File: config.mk
export PLATFORM = sky130hd
export DESIGN_NAME = inst_mem_responder_flat
export DESIGN_NICKNAME = d
export VERILOG_FILES = /design/src/rtl/inst_mem_responder_if.sv /design/src/rtl/inst_mem_responder.sv /design/src/flat_wrapper.sv
export SDC_FILE = /design/constraint.sdc
export NUM_CORES = 2
export LEC_CHECK = 0
export CORE_MARGIN = 10
export CORE_UTILIZATION = 40
export CTS_BUF_LIST = sky130_fd_sc_hd__clkbuf_4
export DETAILED_ROUTE_END_ITERATION = 8
export PLACE_DENSITY = 0.55
export SLEW_MARGIN = 10
export SYNTH_ARGS = -nofsm -noshare
export SYNTH_HDL_FRONTEND = slang
export SYNTH_MEMORY_MAX_BITS = 65536
export SYNTH_SLANG_ARGS = --single-unit
File: constraint.sdc
create_clock -name clk -period 12.1 [get_ports clk]
set_clock_uncertainty 0.15 [all_clocks]
set_input_delay 3.025 -clock clk [delete_from_list [all_inputs] [get_ports clk]]
set_output_delay 3.025 -clock clk [all_outputs]
set_load 0.02 [all_outputs]
File: src/rtl/inst_mem_responder_if.sv
// Fetch-side request/response bundle for the instruction memory responder.
// The master drives the request fields; the slave returns completion, stall and data.
interface inst_mem_responder_if;
    logic [15:0] Addr;
    logic [15:0] DataIn;
    logic        Rd;
    logic        Wr;
    logic        createdump;
    logic [15:0] DataOut;
    logic        Done;
    logic        Stall;
    logic        CacheHit;
    logic        err;

    modport master (
        output Addr, DataIn, Rd, Wr, createdump,
        input  DataOut, Done, Stall, CacheHit, err
    );

    modport slave (
        input  Addr, DataIn, Rd, Wr, createdump,
        output DataOut, Done, Stall, CacheHit, err
    );
endinterface

File: src/rtl/inst_mem_responder.sv
// Direct-mapped 8-line instruction cache over a word array; hit 0 cycles, miss MISS_LAT, write 1.
// Backpressure: Stall holds the requester through miss fills and writes; requests are ignored while busy.
module inst_mem_responder #(
    parameter int MEM_WORDS = 256,
    parameter int MISS_LAT  = 4
) (
    input  logic                 clk,
    input  logic                 rst,
    inst_mem_responder_if.slave  bus
);
    localparam int AW = $clog2(MEM_WORDS);

    typedef enum logic [1:0] {IDLE, FILL, WRITE} state_t;

    state_t        state, state_nxt;
    logic [3:0]    cnt, cnt_nxt;
    logic [14:0]   lat_word;
    logic [15:0]   lat_data;
    logic          accept;
    logic          fill_we;
    logic          wr_we;

    logic [7:0]    line_vld;
    logic [11:0]   line_tag [8];
    logic [15:0]   line_dat [8];
    logic [15:0]   mem [MEM_WORDS];

    logic [15:0]   dat_out;
    logic          done, stall, hit_out, err_out;

    wire [2:0]     req_idx  = bus.Addr[3:1];
    wire [11:0]    req_tag  = bus.Addr[15:4];
    wire [2:0]     lat_idx  = lat_word[2:0];
    wire [11:0]    lat_tag  = lat_word[14:3];
    wire [AW-1:0]  lat_midx = lat_word[AW-1:0];
    wire           req_err  = (bus.Rd & bus.Wr) | ((bus.Rd | bus.Wr) & bus.Addr[0]);
    wire           req_hit  = line_vld[req_idx] && (line_tag[req_idx] == req_tag);
    wire           unused_createdump = bus.createdump;

    always_comb begin
        state_nxt = state;
        cnt_nxt   = cnt;
        accept    = 1'b0;
        fill_we   = 1'b0;
        wr_we     = 1'b0;
        dat_out   = 16'h0000;
        done      = 1'b0;
        stall     = 1'b0;
        hit_out   = 1'b0;
        err_out   = 1'b0;
        case (state)
            IDLE: begin
                if (req_err) begin
                    done    = 1'b1;
                    err_out = 1'b1;
                end else if (bus.Rd) begin
                    if (req_hit) begin
                        done    = 1'b1;
                        hit_out = 1'b1;
                        dat_out = line_dat[req_idx];
                    end else begin
                        stall     = 1'b1;
                        accept    = 1'b1;
                        cnt_nxt   = 4'(MISS_LAT - 1);
                        state_nxt = FILL;
                    end
                end else if (bus.Wr) begin
                    stall     = 1'b1;
                    accept    = 1'b1;
                    state_nxt = WRITE;
                end
            end
            FILL: begin
                if (cnt == 4'd0) begin
                    done      = 1'b1;
                    dat_out   = mem[lat_midx];
                    fill_we   = 1'b1;
                    state_nxt = IDLE;
                end else begin
                    stall   = 1'b1;
                    cnt_nxt = cnt - 4'd1;
                end
            end
            WRITE: begin
                done      = 1'b1;
                wr_we     = 1'b1;
                state_nxt = IDLE;
            end
            default: state_nxt = IDLE;
        endcase
    end

    // A reset cycle suppresses every response, including a completing fill or write.
    assign bus.DataOut  = rst ? dat_out : 16'h0000;
    assign bus.Done     = rst & done;
    assign bus.Stall    = rst & stall;
    assign bus.CacheHit = rst & hit_out;
    assign bus.err      = rst & err_out;

    always_ff @(posedge clk) begin
        if (!rst) begin
            state    <= IDLE;
            cnt      <= 4'd0;
            line_vld <= 8'h00;
        end else begin
            state <= state_nxt;
            cnt   <= cnt_nxt;
            if (fill_we) line_vld[lat_idx] <= 1'b1;
        end
    end

    // Payload storage is not reset; every write is gated by rst so an aborted op leaves it untouched.
    always_ff @(posedge clk) begin
        if (accept) begin
            lat_word <= bus.Addr[15:1];
            lat_data <= bus.DataIn;
        end
        if (rst && fill_we) begin
            line_tag[lat_idx] <= lat_tag;
            line_dat[lat_idx] <= mem[lat_midx];
        end
        if (rst && wr_we) begin
            mem[lat_midx] <= lat_data;
            if (line_vld[lat_idx] && (line_tag[lat_idx] == lat_tag))
                line_dat[lat_idx] <= lat_data;
        end
    end
endmodule

File: src/flat_wrapper.sv
// flat-port wrapper written by rule: the top's interface ports become plain ports
module inst_mem_responder_flat 
#(
    parameter int MEM_WORDS = 256,
    parameter int MISS_LAT  = 4
)
  (clk, rst, bus_Addr, bus_DataIn, bus_Rd, bus_Wr, bus_createdump, bus_DataOut, bus_Done, bus_Stall, bus_CacheHit, bus_err);
  inst_mem_responder_if bus_i ();
  input  logic clk;
  input  logic rst;
  input wire logic [$bits(bus_i.Addr)-1:0] bus_Addr;
  input wire logic [$bits(bus_i.DataIn)-1:0] bus_DataIn;
  input wire logic [$bits(bus_i.Rd)-1:0] bus_Rd;
  input wire logic [$bits(bus_i.Wr)-1:0] bus_Wr;
  input wire logic [$bits(bus_i.createdump)-1:0] bus_createdump;
  output wire logic [$bits(bus_i.DataOut)-1:0] bus_DataOut;
  output wire logic [$bits(bus_i.Done)-1:0] bus_Done;
  output wire logic [$bits(bus_i.Stall)-1:0] bus_Stall;
  output wire logic [$bits(bus_i.CacheHit)-1:0] bus_CacheHit;
  output wire logic [$bits(bus_i.err)-1:0] bus_err;
  assign bus_i.Addr = bus_Addr;
  assign bus_i.DataIn = bus_DataIn;
  assign bus_i.Rd = bus_Rd;
  assign bus_i.Wr = bus_Wr;
  assign bus_i.createdump = bus_createdump;
  assign bus_DataOut = bus_i.DataOut;
  assign bus_Done = bus_i.Done;
  assign bus_Stall = bus_i.Stall;
  assign bus_CacheHit = bus_i.CacheHit;
  assign bus_err = bus_i.err;
  inst_mem_responder #(.MEM_WORDS(MEM_WORDS), .MISS_LAT(MISS_LAT)) u_core (.clk(clk), .rst(rst), .bus(bus_i));
endmodule
==> summary.md <==
| Metric | Value |
|---|---|
| Status | complete, no violations |
| Gpl congestion | 0.8168 |
| Reg area | 0.1311 sq mm |
| Clock latency on the worst-skew pair | 1.74 ns |
| Clock transition at path regs | 0.07 ns |
| Top cells by count, synth | 4351 x edfxtp_1, 993 x mux4_2, 321 x mux2i_1, 305 x nor2_1, 208 x a22oi_1 |
| Crit share post-route | 90.23% |
| Largest net degree at the start of global routing | 189 |
| Type of the tightest min-delay check | register to register |
| Total negative slack | 0 ns |
| Post-place setup slack | 1.738 ns |
| # rows | 239 |
| Unrepaired setup endpoints after global routing | no |
| Slew Limit Headroom | 7.813% |
| Drt first pass iters | 5 |
| Fill cells | 35970 |
| Max-slew violations | 0 |
| Die width | 671.3 um |
| Cell accounting for the most synthesized area | edfxtp_1 |
| Final ANT Viol Nets | 0 |
| DR DRC count | 0 |
| Yosys cell types | 83 |
| Post-synth net total | 7914 |
| Resized Gates After CTS | 0 |
| Overflow left after global routing | 0 |
| # IOs | 57 |
| All-Layer GR Usage | 21.25% |
| Input/output buffers | 55 |
| Core area | 0.4231 sq mm |
| CTS Buffer Depth | 5 |
| Most common cell on crit path | buf_4 |
| Synthesized flop and latch total | 4373 |
| Clk root buf | clkbuf_4 |
| Synth top area share | 77.00% |
| DR iter-0 viols | 10410 |
| Wire per inst | 31.47 um |
| Final Setup Violations | 0 |
| Routed vias/inst | 5.764 |
| Clk sinks | 4373 |
| Cts hold-fix bufs | 0 |
| Fin nets | 9113 |
| CTS tree | yes |
| Power per cell area | 165.4 mW/mm^2 |
| Final worst slack | 1.182 ns |
| Area of the multi-input gates | 0.03627 sq mm |
| Die footprint | 0.4507 sq mm |
| Crit end category | output pin |
| EDFF count, synth | 4351 |
| Starting density of the core | 40.10% |
| Syn. warnings | 0 |
| CP Launch Type | register |
| Layout cell share with drive strength beyond 1 | 34.60% |
| Avg Cell Area, Syn | 21.55 sq um |
| DP HPWL | 280900 um |
| CTS Buf Count | 1182 |
| P_leak | 0.06150 uW |
| Syn Inst Count | 7875 |
| Max-Cap Viols | 0 |
| Critical Path AT | 7.74 ns |
| Worst path slowest cell | o211ai_1 |
| Area Overhead vs Synth | 13.44% |
| DIE HEIGHT | 671.3 um |
| Most common cell in the synthesized netlist | edfxtp_1 |
| WP data required | 8.92 ns |
| Post-synth top flop | edfxtp_1 |
| Finished Core Util | 45.49% |
| Critical path cell sequence | buf_12 > and2_2 > buf_4 > buf_4 > nand3_1 > a41oi_1 > o41ai_1 > o211ai_1 > o22ai_1 > clkdlybuf4s50_1 |
| Synth area leaders | edfxtp_1 77%, mux4_2 13%, mux2i_1 1.9%, a22oi_1 0.92%, nor2_1 0.67% |
| Via count | 89110 |
| Worst IR Drop VDD | 0.00009146 V |
| Antenna violations before repair | 29 |
| Post-layout min period | 10.92 ns |
| Max frequency | 0.09159 GHz |
| Vias in the first global route | 91500 |
| CP max FO | 58 |
| Netlist Area Pre-Place | 0.1697 sq mm |
| CP max stage delay | 0.92 ns |
| Post-CTS Setup Bufs | 0 |
| Post-synth ARST share | 0% |
| Post-synthesis sequential area ratio | 77.26% |
| Crit path kind | register to output pin |
| Final hold vios | 0 |
| H-tree levels | 7 |
| Final wirelength | 486500 um |
| Measured slew at the worst slew-check pin | 1.371 ns |
| Global-route wire length before repair | 681600 um |
## where the power goes
group          internal, uW  leakage (uW)  switching (uW)
combinational           961        0.0139            1810
clock                  6560       0.00828            5790
sequential            16700        0.0393            47.2
total                 24200        0.0615            7650
## cell families (layout without fill, tap and decap cells)
group | count (synthesis) | in the layout | share of synthesized area, %
flip-flops | 4373 | 4373 | 77.26
AO/OA/AOI/OAI | 802 | 802 | 3.269
multiplexers | 1361 | 1361 | 15.40
adder cells (fa/ha/maj) | 3 | 3 | 0.02064
AND/OR/NAND/NOR | 813 | 813 | 2.243
XOR/XNOR | 20 | 20 | 0.1032
other | 0 | 23 | 0
buffers and inverters | 503 | 2402 | 1.701
## sequential cells by signal, summed over array words and instances (netlist names), named ones only
name             count
u_core.line_dat    128
u_core.mem        4096
u_core.line_vld      8
u_core.lat_word     15
u_core.line_tag     96
u_core.state         2
u_core.cnt           4
u_core.lat_data     16
## layer usage
metal	wire length, um	vias up	GRT usage [%]
met1	197500	47640	28.54
met4	17010	2	8.740
li1	-	36420	-
met5	13	-	0
met2	231300	4336	33.35
met3	40590	718	5.234
## critical path, delay by kind of cell (launching register included)
kind,cells,cell delay [ns]
buffers and inverters,4,1.79
DFF,1,0.79
and+or+nand+nor,2,1.12
AOI/OAI and AO/OA,4,2.17
## final cells by class
type	count	share of cell area, %
clock inverters	228	0.6740
multi-input cells	2999	18.84
flip-flops and latches	4373	68.12
diodes	23	0.02990
clock buffers	1656	6.458
repair buffers	490	2.140
inverters	28	0.05720
well taps	5663	3.681
## through the flow
step | power (uW) | cells | instance area, sq um | hold slack (ns)
final | 31830 | 15460 | 192500 | 0.3263
after global routing | 33090 | 15450 | 192500 | 0.3549
after CTS | 32190 | 15440 | 192400 | 0.3198
after detailed placement | 19830 | 13550 | 178700 | 0.3041
after global placement | 19800 | 13550 | 178700 | 0.2958
after floorplan | 18740 | 7875 | 169700 | 0.2853
## cells in the final DEF, fill, tap and decap left out, types with 51 or more instances in the layout
| cell | count |
|---|---|
| edfxtp_1 | 4351 |
| clkbuf_4 | 1656 |
| mux4_2 | 993 |
| buf_4 | 412 |
| mux2i_1 | 321 |
| nor2_1 | 219 |
| a22oi_1 | 208 |
| nand2_1 | 178 |
| clkinv_1 | 166 |
| o22ai_1 | 144 |
| a21oi_1 | 141 |
| nor2_2 | 84 |
| nand3_1 | 59 |
| o21ai_0 | 57 |
| clkdlybuf4s50_1 | 52 |
| nor3_1 | 51 |
## worst paths after layout
path                                         start               endpoint  slack, ns  cells past startpoint
worst max-delay path                      register         bus_DataOut[2]       1.18                     10
worst min-delay path            u_core.line_vld[6]     u_core.line_vld[6]       0.33                      1
worst min register to register  u_core.line_vld[6]     u_core.line_vld[6]       0.33                      1
worst max register to register            register  u_core.line_dat[4][2]       5.88                      9
Note: power is estimated with default switching activity, not from simulation.
